### src/rtl/mem_port_arbiter.sv
// rtl/mem_port_arbiter.sv - shares one memory port between fetch (I) and data (D) requesters
// Optional round-robin tie-break enabled by defining ARB_ROUND_ROBIN_EN; default is fixed D-first priority.
module mem_port_arbiter #(
    parameter int ADDR_W = 32,
    parameter int DATA_W = 32
) (
    input  logic                clk,
    input  logic                reset,
    input  logic                i_req,
    input  logic [ADDR_W-1:0]   i_addr,
    output logic [DATA_W-1:0]   i_rdata,
    output logic                i_done,
    input  logic                d_req,
    input  logic [ADDR_W-1:0]   d_addr,
    input  logic [DATA_W-1:0]   d_wdata,
    input  logic [DATA_W/8-1:0] d_wmask,
    output logic [DATA_W-1:0]   d_rdata,
    output logic                d_done,
    output logic                stall,
    output logic                mem_req_valid,
    input  logic                mem_req_ready,
    output logic [ADDR_W-1:0]   mem_addr,
    output logic [DATA_W-1:0]   mem_wdata,
    output logic [DATA_W/8-1:0] mem_wmask,
    input  logic                mem_resp_valid,
    input  logic [DATA_W-1:0]   mem_resp_data
);
    typedef enum logic [1:0] {IDLE, ISSUE, WAIT, DONE} state_t;

    state_t state;
    logic   grant_d;
    logic   pick_d;

`ifdef ARB_ROUND_ROBIN_EN
    logic last_d;

    // On a tie, D wins unless it was the port granted last.
    always_comb begin
        pick_d = d_req & (~i_req | ~last_d);
    end

    always_ff @(posedge clk or posedge reset) begin
        if (reset) begin
            last_d <= 1'b0;
        end else if (state == IDLE && (i_req | d_req)) begin
            last_d <= pick_d;
        end
    end
`else
    always_comb begin
        pick_d = d_req;
    end
`endif

    // Done pulses are registered, so stall drops in the same cycle the pulse is visible.
    assign stall = (i_req & ~i_done) | (d_req & ~d_done);

    always_ff @(posedge clk or posedge reset) begin
        if (reset) begin
            state         <= IDLE;
            grant_d       <= 1'b0;
            mem_req_valid <= 1'b0;
            mem_addr      <= '0;
            mem_wdata     <= '0;
            mem_wmask     <= '0;
            i_done        <= 1'b0;
            d_done        <= 1'b0;
            i_rdata       <= '0;
            d_rdata       <= '0;
        end else begin
            i_done <= 1'b0;
            d_done <= 1'b0;
            case (state)
                IDLE: begin
                    if (i_req | d_req) begin
                        grant_d       <= pick_d;
                        mem_req_valid <= 1'b1;
                        state         <= ISSUE;
                        if (pick_d) begin
                            mem_addr  <= d_addr;
                            mem_wdata <= d_wdata;
                            mem_wmask <= d_wmask;
                        end else begin
                            mem_addr  <= i_addr;
                            mem_wdata <= '0;
                            mem_wmask <= '0;
                        end
                    end
                end
                ISSUE: begin
                    if (mem_req_ready) begin
                        mem_req_valid <= 1'b0;
                        state         <= WAIT;
                    end
                end
                WAIT: begin
                    if (mem_resp_valid) begin
                        if (grant_d) begin
                            d_rdata <= mem_resp_data;
                        end else begin
                            i_rdata <= mem_resp_data;
                        end
                        d_done <= grant_d;
                        i_done <= ~grant_d;
                        state  <= DONE;
                    end
                end
                DONE: begin
                    state <= IDLE;
                end
                default: begin
                    state <= IDLE;
                end
            endcase
        end
    end
endmodule
### config.mk
export PLATFORM = sky130hd
export DESIGN_NAME = mem_port_arbiter
export DESIGN_NICKNAME = d
export VERILOG_FILES = /design/src/rtl/mem_port_arbiter.sv
export SDC_FILE = /design/constraint.sdc
export NUM_CORES = 1
export LEC_CHECK = 0
export BUFFER_PORTS_ARGS = -buffer_cell sky130_fd_sc_hd__buf_2
export CELL_PAD_IN_SITES_DETAIL_PLACEMENT = 0
export CELL_PAD_IN_SITES_GLOBAL_PLACEMENT = 1
export CORE_MARGIN = 3
export CORE_UTILIZATION = 37
export DETAILED_ROUTE_END_ITERATION = 12
export GPL_TIMING_DRIVEN = 0
export HOLD_SLACK_MARGIN = 0.03
export PLACE_DENSITY_LB_ADDON = 0.1
export SLEW_MARGIN = 20
export SYNTH_ARGS = -nofsm -noshare
export SYNTH_HDL_FRONTEND = slang
export SYNTH_SLANG_ARGS = --single-unit
export TNS_END_PERCENT = 5
### constraint.sdc
create_clock -name clk -period 9.4 [get_ports clk]
set_input_delay 1.88 -clock clk [delete_from_list [all_inputs] [get_ports clk]]
set_output_delay 1.88 -clock clk [all_outputs]
set_load 0.05 [all_outputs]
==> flow_metrics.py, run 1 <==
metrics = {
    "cts": {
        "clk_pin_slew_ns": 0.06,
        "numCtsBuffers": 17,
        "cts-root-buf": "clkbuf_16",
        "cts_hold_buf": 0,
        "clkSinkCount": 138,
        "ctsLongestPathBuffers": 2,
        "htreeDepth": 4,
        "clkLatencyLatePin_ns": 0.41,
        "post_cts_resized": 0,
        "cts_tree": "done",
        "postCtsSetupBuffers": 0,
    },
    "power_and_ir_drop": {
        "p_per_area_nw_per_um2": 457,
        "p_leak_nw": 4.30,
        "p_total_mw": 3.62,
        "peakVddDrop_mv": 0.284,
    },
    "logic_synthesis": {
        "synth-simple-area-share_pct": 10.9,
        "avgSynthCellArea_um2": 12.1,
        "syn_area_um2": 5590,
        "synth-seq-cells": 138,
        "synthXorXnorAreaFrac_pct": 0,
        "ys_seq_area_share_pct": 61.7,
        "synth_cell_types": 23,
        "yosysWarningCount": 0,
        "synth_compound_area_share_pct": 3.91,
        "synth-adder-area-share_pct": 0.895,
        "synth_fp_nets": 606,
        "syn_inst": 464,
        "synth_top_family_by_area": "multiplexers",
        "synth.area.mux_share_pct": 18.8,
    },
    "sta": {
        "fin_ws_ns": 4.59,
        "setup_violations": 0,
        "rsz0062_at_grt": "no",
        "drv_slew": 0,
        "slew_headroom_pct": 59.6,
        "min_period_over_period_pct": 51.2,
        "hold_violations": 0,
        "tightest_slew_ns": 0.606,
        "clock_skew_ns": 0.00891,
        "post-route-min-period_ns": 4.81,
        "max_freq_ghz": 0.208,
        "fin_setup_tns_ns": 0,
    },
    "critical_path": {
        "cp.arrival_ns": 2.93,
        "required_ns": 7.52,
        "worstPathMaxFanout": 10,
        "setup.worst_path.start_class": "input port",
        "crit_path_end_kind": "primary output",
        "worst-setup-path-type": "in2out",
    },
    "run_status": {
        "status": "finished clean",
    },
    "floorplanning": {
        "start_util_pct": 38.2,
        "die_h_um": 129,
        "ioPinCount": 274,
        "core_um2": 14600,
        "die_w_um": 129,
        "dieArea_um2": 16600,
        "num_rows": 44,
    },
    "final_layout": {
        "num_antenna_cells": 0,
        "area_growth_pct": 41.6,
        "nets": 898,
        "drive_gt1_share_pct": 50.8,
    },
    "place": {
        "place_ws_ns": 4.56,
        "gp_congestion": 0.742,
        "portBuffers": 272,
        "dpl.hpwl_um": 11500,
    },
    "global_routing": {
        "grtUsageTotal_pct": 18.0,
        "gr-total-overflow": 0,
        "grt_max_degree": 110,
        "antenna_found_initial": 2,
        "grt_pass1_vias": 4680,
        "grt_pass1_wl_um": 23100,
    },
    "worst_hold_path": {
        "hold_path.class": "reg2reg",
    },
    "detailed_routing": {
        "avgRoutedWirePerCell_um": 15.9,
        "ant_nets": 0,
        "via_per_inst": 4.71,
        "drt-initial-drc-count": 179,
        "vias": 4488,
        "drt_wl_total_um": 15100,
        "drt_pass1_iterations": 4,
        "drc": 0,
    },
    "job": {
        "cap_violations": 0,
    },
}
[cells in the mapped netlist]
library cell	number	area share, %
o311ai_0	1	0.16
clkbuf_1	8	0.54
a222oi_1	1	0.18
o22ai_1	1	0.11
nand3_1	36	3.2
o32a_1	1	0.18
ha_1	4	0.89
o21ai_0	32	2.9
dfrtp_1	138	62
a22o_1	1	0.16
buf_2	9	0.81
nor2_1	1	0.067
mux2_2	64	13
clkbuf_2	1	0.089
nand3_2	1	0.18
nand2_1	108	7.2
o21ai_1	3	0.27
mux2_1	1	0.20
buf_6	3	0.60
mux2i_1	32	5.7
inv_1	9	0.60
nand3b_2	1	0.20
buf_4	8	1.1
[placed cells by master, fill, tap and decap left out, types with 2 or more instances in the layout]
cell type  synthesis  final
buf_2              9    281
dfrtp_1          138    138
nand2_1          108    108
mux2_2            64     64
nand3_1           36     36
mux2i_1           32     32
o21ai_0           32     32
clkbuf_16          0     17
clkbuf_1           8     10
buf_4              8      8
inv_1              9      8
bufinv_16          0      7
ha_1               4      4
o21ai_1            3      3
buf_6              3      3
clkbuf_8           0      2
clkinv_4           0      2
[per-layer routing]
layer	GRT usage, %	share of wire, %	vias to the layer above
met5	0	0.18	-
met2	30.5	50	179
met1	20.8	39	2127
li1	-	-	2155
met3	6.31	8.5	23
met4	7.66	2.4	4
[flip-flops by register name, indices dropped and copies added, names as in the netlist]
signal,flops
i_done,1
d_rdata,32
i_rdata,32
mem_addr,32
d_done,1
state,2
mem_wdata,32
mem_req_valid,1
mem_wmask,4
grant_d,1
[metrics by stage]
step / std cells / instance area, µm² / hold WS, ns / utilization, %
after global placement: 920 / 7180 / 0.445 / 49.1
after floorplan: 464 / 5590 / 0.481 / -
after CTS: 953 / 7920 / 0.465 / 54.1
final: 953 / 7920 / 0.457 / 54.1
after global routing: 953 / 7920 / 0.480 / 54.1
after detailed placement: 921 / 7220 / 0.452 / 49.3
[critical path, cell delays in order]
cell	delay, ns
buf_2	0.22
buf_2	0.31
inv_1	0.09
o22ai_1	0.11
buf_2	0.31
[worst paths after layout]
| path | to | slack (ns) | start | cells past startpoint |
|---|---|---|---|---|
| max | stall | 4.59 | d_req | 5 |
| min | mem_wdata[26] | 0.46 | mem_wdata[26] | 2 |
| max reg2reg | d_rdata[16] | 7.72 | state[0] | 5 |
| min reg2reg | mem_wdata[26] | 0.46 | mem_wdata[26] | 2 |
| max in group asynchronous | d_rdata[18] | 7.15 | reset | 3 |
| min in group asynchronous | mem_wdata[27] | 1.42 | reset | 2 |
[power breakdown]
group          internal [mW]  switching, mW  total (mW)
Clock                  0.539          0.244       0.783
Combinational          0.452           1.38        1.83
Sequential             0.876          0.131        1.01
[cell families after synthesis]
group,after synthesis
adder cells (fa/ha/maj),4
buffers and inverters,38
AND/OR/NAND/NOR,147
AO/OA/AOI/OAI,40
flip-flops,138
multiplexers,97
[final cells by class]
type                    count  area [µm²]
fillers                  1318        6720
inverters                   9        41.3
clock inverters            11         240
well taps                 184         230
repair buffers            273        1390
plain buffers              29         174
multi-input cells         288        1930
clock buffers              21         460
flip-flops and latches    138        3450
No activity file was read; power rests on OpenSTA's default activity.
==> inputs of run 2 (changes only) <==
ABC_AREA = 1   (was unset)
CORE_UTILIZATION = 32   (was 37)
clock period = 4.67 ns   (was 9.4 ns; I/O delays follow)
==> flow_metrics.py, run 2 <==
metrics = {
    "power_and_ir_drop": {
        "p_per_area_nw_per_um2": 857,
        "p_leak_nw": 4.76,
        "p_total_mw": 6.80,
        "peakVddDrop_mv": 0.404,
    },
    "sta": {
        "slew_headroom_pct": 69.0,
        "post-route-min-period_ns": 2.90,
        "drv_slew": 0,
        "min_period_over_period_pct": 62.1,
        "fin_ws_ns": 1.77,
        "hold_violations": 0,
        "fin_setup_tns_ns": 0,
        "max_freq_ghz": 0.345,
        "rsz0062_at_grt": "no",
        "tightest_slew_ns": 0.466,
        "setup_violations": 0,
        "clock_skew_ns": 0.00880,
    },
    "logic_synthesis": {
        "avgSynthCellArea_um2": 8.39,
        "ys_seq_area_share_pct": 61.0,
        "yosysWarningCount": 0,
        "synth_ff_type": "dfrtp_1",
        "synth_fp_nets": 816,
        "syn_inst": 674,
        "ys_top_cells_by_count": "nand2_1 (377), dfrtp_1 (138), o21ai_0 (65)",
        "syn_area_um2": 5660,
        "yosys.area.top_type": "dfrtp_1",
        "yosysTopAreaCellShare_pct": 61.0,
        "yosysMostFrequentCell": "nand2_1",
        "async_reset_ff_share_pct": 100,
        "synth_cell_types": 15,
        "synth_edf_count": 0,
        "synth_area_leaders": "dfrtp_1 (61%), nand2_1 (25%), o21ai_0 (5.8%), inv_1 (2.9%), buf_2 (2.0%)",
        "synth-seq-cells": 138,
    },
    "critical_path": {
        "required_ns": 3.74,
        "cp.arrival_ns": 1.97,
        "setup.worst_path.start_class": "input port",
        "crit_path_end_kind": "primary output",
        "worst-setup-path-type": "in2out",
        "worstPathMaxFanout": 10,
    },
    "detailed_routing": {
        "ant_nets": 0,
        "drt_pass1_iterations": 8,
        "drt-initial-drc-count": 163,
        "via_per_inst": 4.34,
        "dr.max_layer_used": "met4",
        "avgRoutedWirePerCell_um": 14.4,
        "drc": 0,
        "wl_met1_um": 7360,
        "drt_wl_total_um": 17300,
        "dr_wl_met2_um": 7960,
        "vias": 5203,
        "wl_met3_um": 1600,
    },
    "cts": {
        "clk_pin_slew_ns": 0.05,
        "cts_tree": "done",
        "postCtsSetupBuffers": 0,
        "clkLatencyLatePin_ns": 0.42,
        "numCtsBuffers": 17,
        "ctsLongestPathBuffers": 2,
        "cts-root-buf": "clkbuf_16",
        "cts_hold_buf": 0,
        "post_cts_resized": 0,
        "clkSinkCount": 138,
        "htreeDepth": 4,
    },
    "global_routing": {
        "grt_pass1_vias": 5207,
        "grtUsageTotal_pct": 17.9,
        "grt_max_degree": 78,
        "antenna_found_initial": 1,
        "grt_pass1_wl_um": 27900,
        "gr-total-overflow": 0,
    },
    "job": {
        "cap_violations": 0,
    },
    "floorplanning": {
        "ioPinCount": 274,
        "start_util_pct": 33.4,
        "die_w_um": 139,
        "dieArea_um2": 19300,
        "core_um2": 16900,
        "die_h_um": 139,
        "num_rows": 47,
    },
    "final_layout": {
        "area_growth_pct": 40.3,
        "layout_common_cells": "nand2_1 (377), buf_2 (295), dfrtp_1 (138), o21ai_0 (65), inv_1 (43)",
        "stdcell_area_um2": 7930,
        "final_common_cell": "nand2_1",
        "drive_gt1_share_pct": 33.8,
        "nets": 1108,
        "fillers": 1737,
        "post-route-util_pct": 46.8,
    },
    "place": {
        "portBuffers": 272,
        "dpl.hpwl_um": 12700,
        "gp_congestion": 0.776,
        "place_ws_ns": 1.76,
        "placed_area_um2": 7330,
    },
    "run_status": {
        "status": "finished clean",
    },
    "worst_hold_path": {
        "hold_path.class": "reg2reg",
    },
}
[run 2: changes by cell type after synthesis, sizes merged, moves of 6 or more]
| cell | change |
|---|---|
| nand2 | +269 |
| mux2 | -65 |
| inv | +36 |
| nand3 | -34 |
| mux2i | -32 |
| o21ai | +31 |
| buf | +6 |
[run 2: kinds of logic after synthesis]
family | synth area share [%]
simple gates | 25.7
flops | 61.0
buf+inv | 6.22
compound gates | 6.15
fa+ha+maj | 0.885
[run 2: critical path: stages]
cell	delay (ns)
buf_2	0.22
inv_1	0.17
buf_2	0.22
o22ai_1	0.13
buf_2	0.28
[run 2: through the flow]
| step | instances | hold slack, ns |
|---|---|---|
| after CTS | 1198 | 0.468 |
| final | 1199 | 0.464 |
| after global placement | 1166 | 0.448 |
| after detailed placement | 1167 | 0.454 |
| after global routing | 1199 | 0.484 |
| after floorplan | 674 | 0.467 |
[run 2: final timing paths]
kind / startpoint / end / slack, ns / cells past startpoint
hold reg to reg: mem_wdata[5] / mem_wdata[5] / 0.46 / 2
hold / removal: mem_wdata[5] / mem_wdata[5] / 0.46 / 2
setup / recovery: d_req / stall / 1.77 / 5
max in group asynchronous: reset / state[0] / 3.38 / 3
min in group asynchronous: reset / mem_wdata[7] / 0.55 / 2
setup reg to reg: state[0] / i_rdata[10] / 2.98 / 6
[run 2: report_power, final]
group	leakage, nW	total (mW)	internal [mW]	switching, mW
clock network	0.293	1.39	0.868	0.523
logic	2.72	3.42	0.736	2.68
registers	1.75	1.98	1.72	0.263
[run 2: area by class of cell]
cell class | count | area [µm²] | share of cell area [%]
Inverter | 46 | 180 | 2.27
Timing Repair Buffer | 273 | 1390 | 17.5
Tap cell | 220 | 275 | 3.47
Sequential cell | 138 | 3450 | 43.5
Multi-Input combinational cell | 456 | 1850 | 23.3
Antenna cell | 1 | 2.50 | 0.0315
Clock inverter | 10 | 143 | 1.80
Clock buffer | 21 | 460 | 5.80
Buffer | 34 | 179 | 2.26
[run 2: per-layer routing]
metal,vias up,track usage [%]
li1,2636,-
met1,2345,22.3
met2,197,28.2
met3,25,7.62
met4,0,6.08
met5,-,0
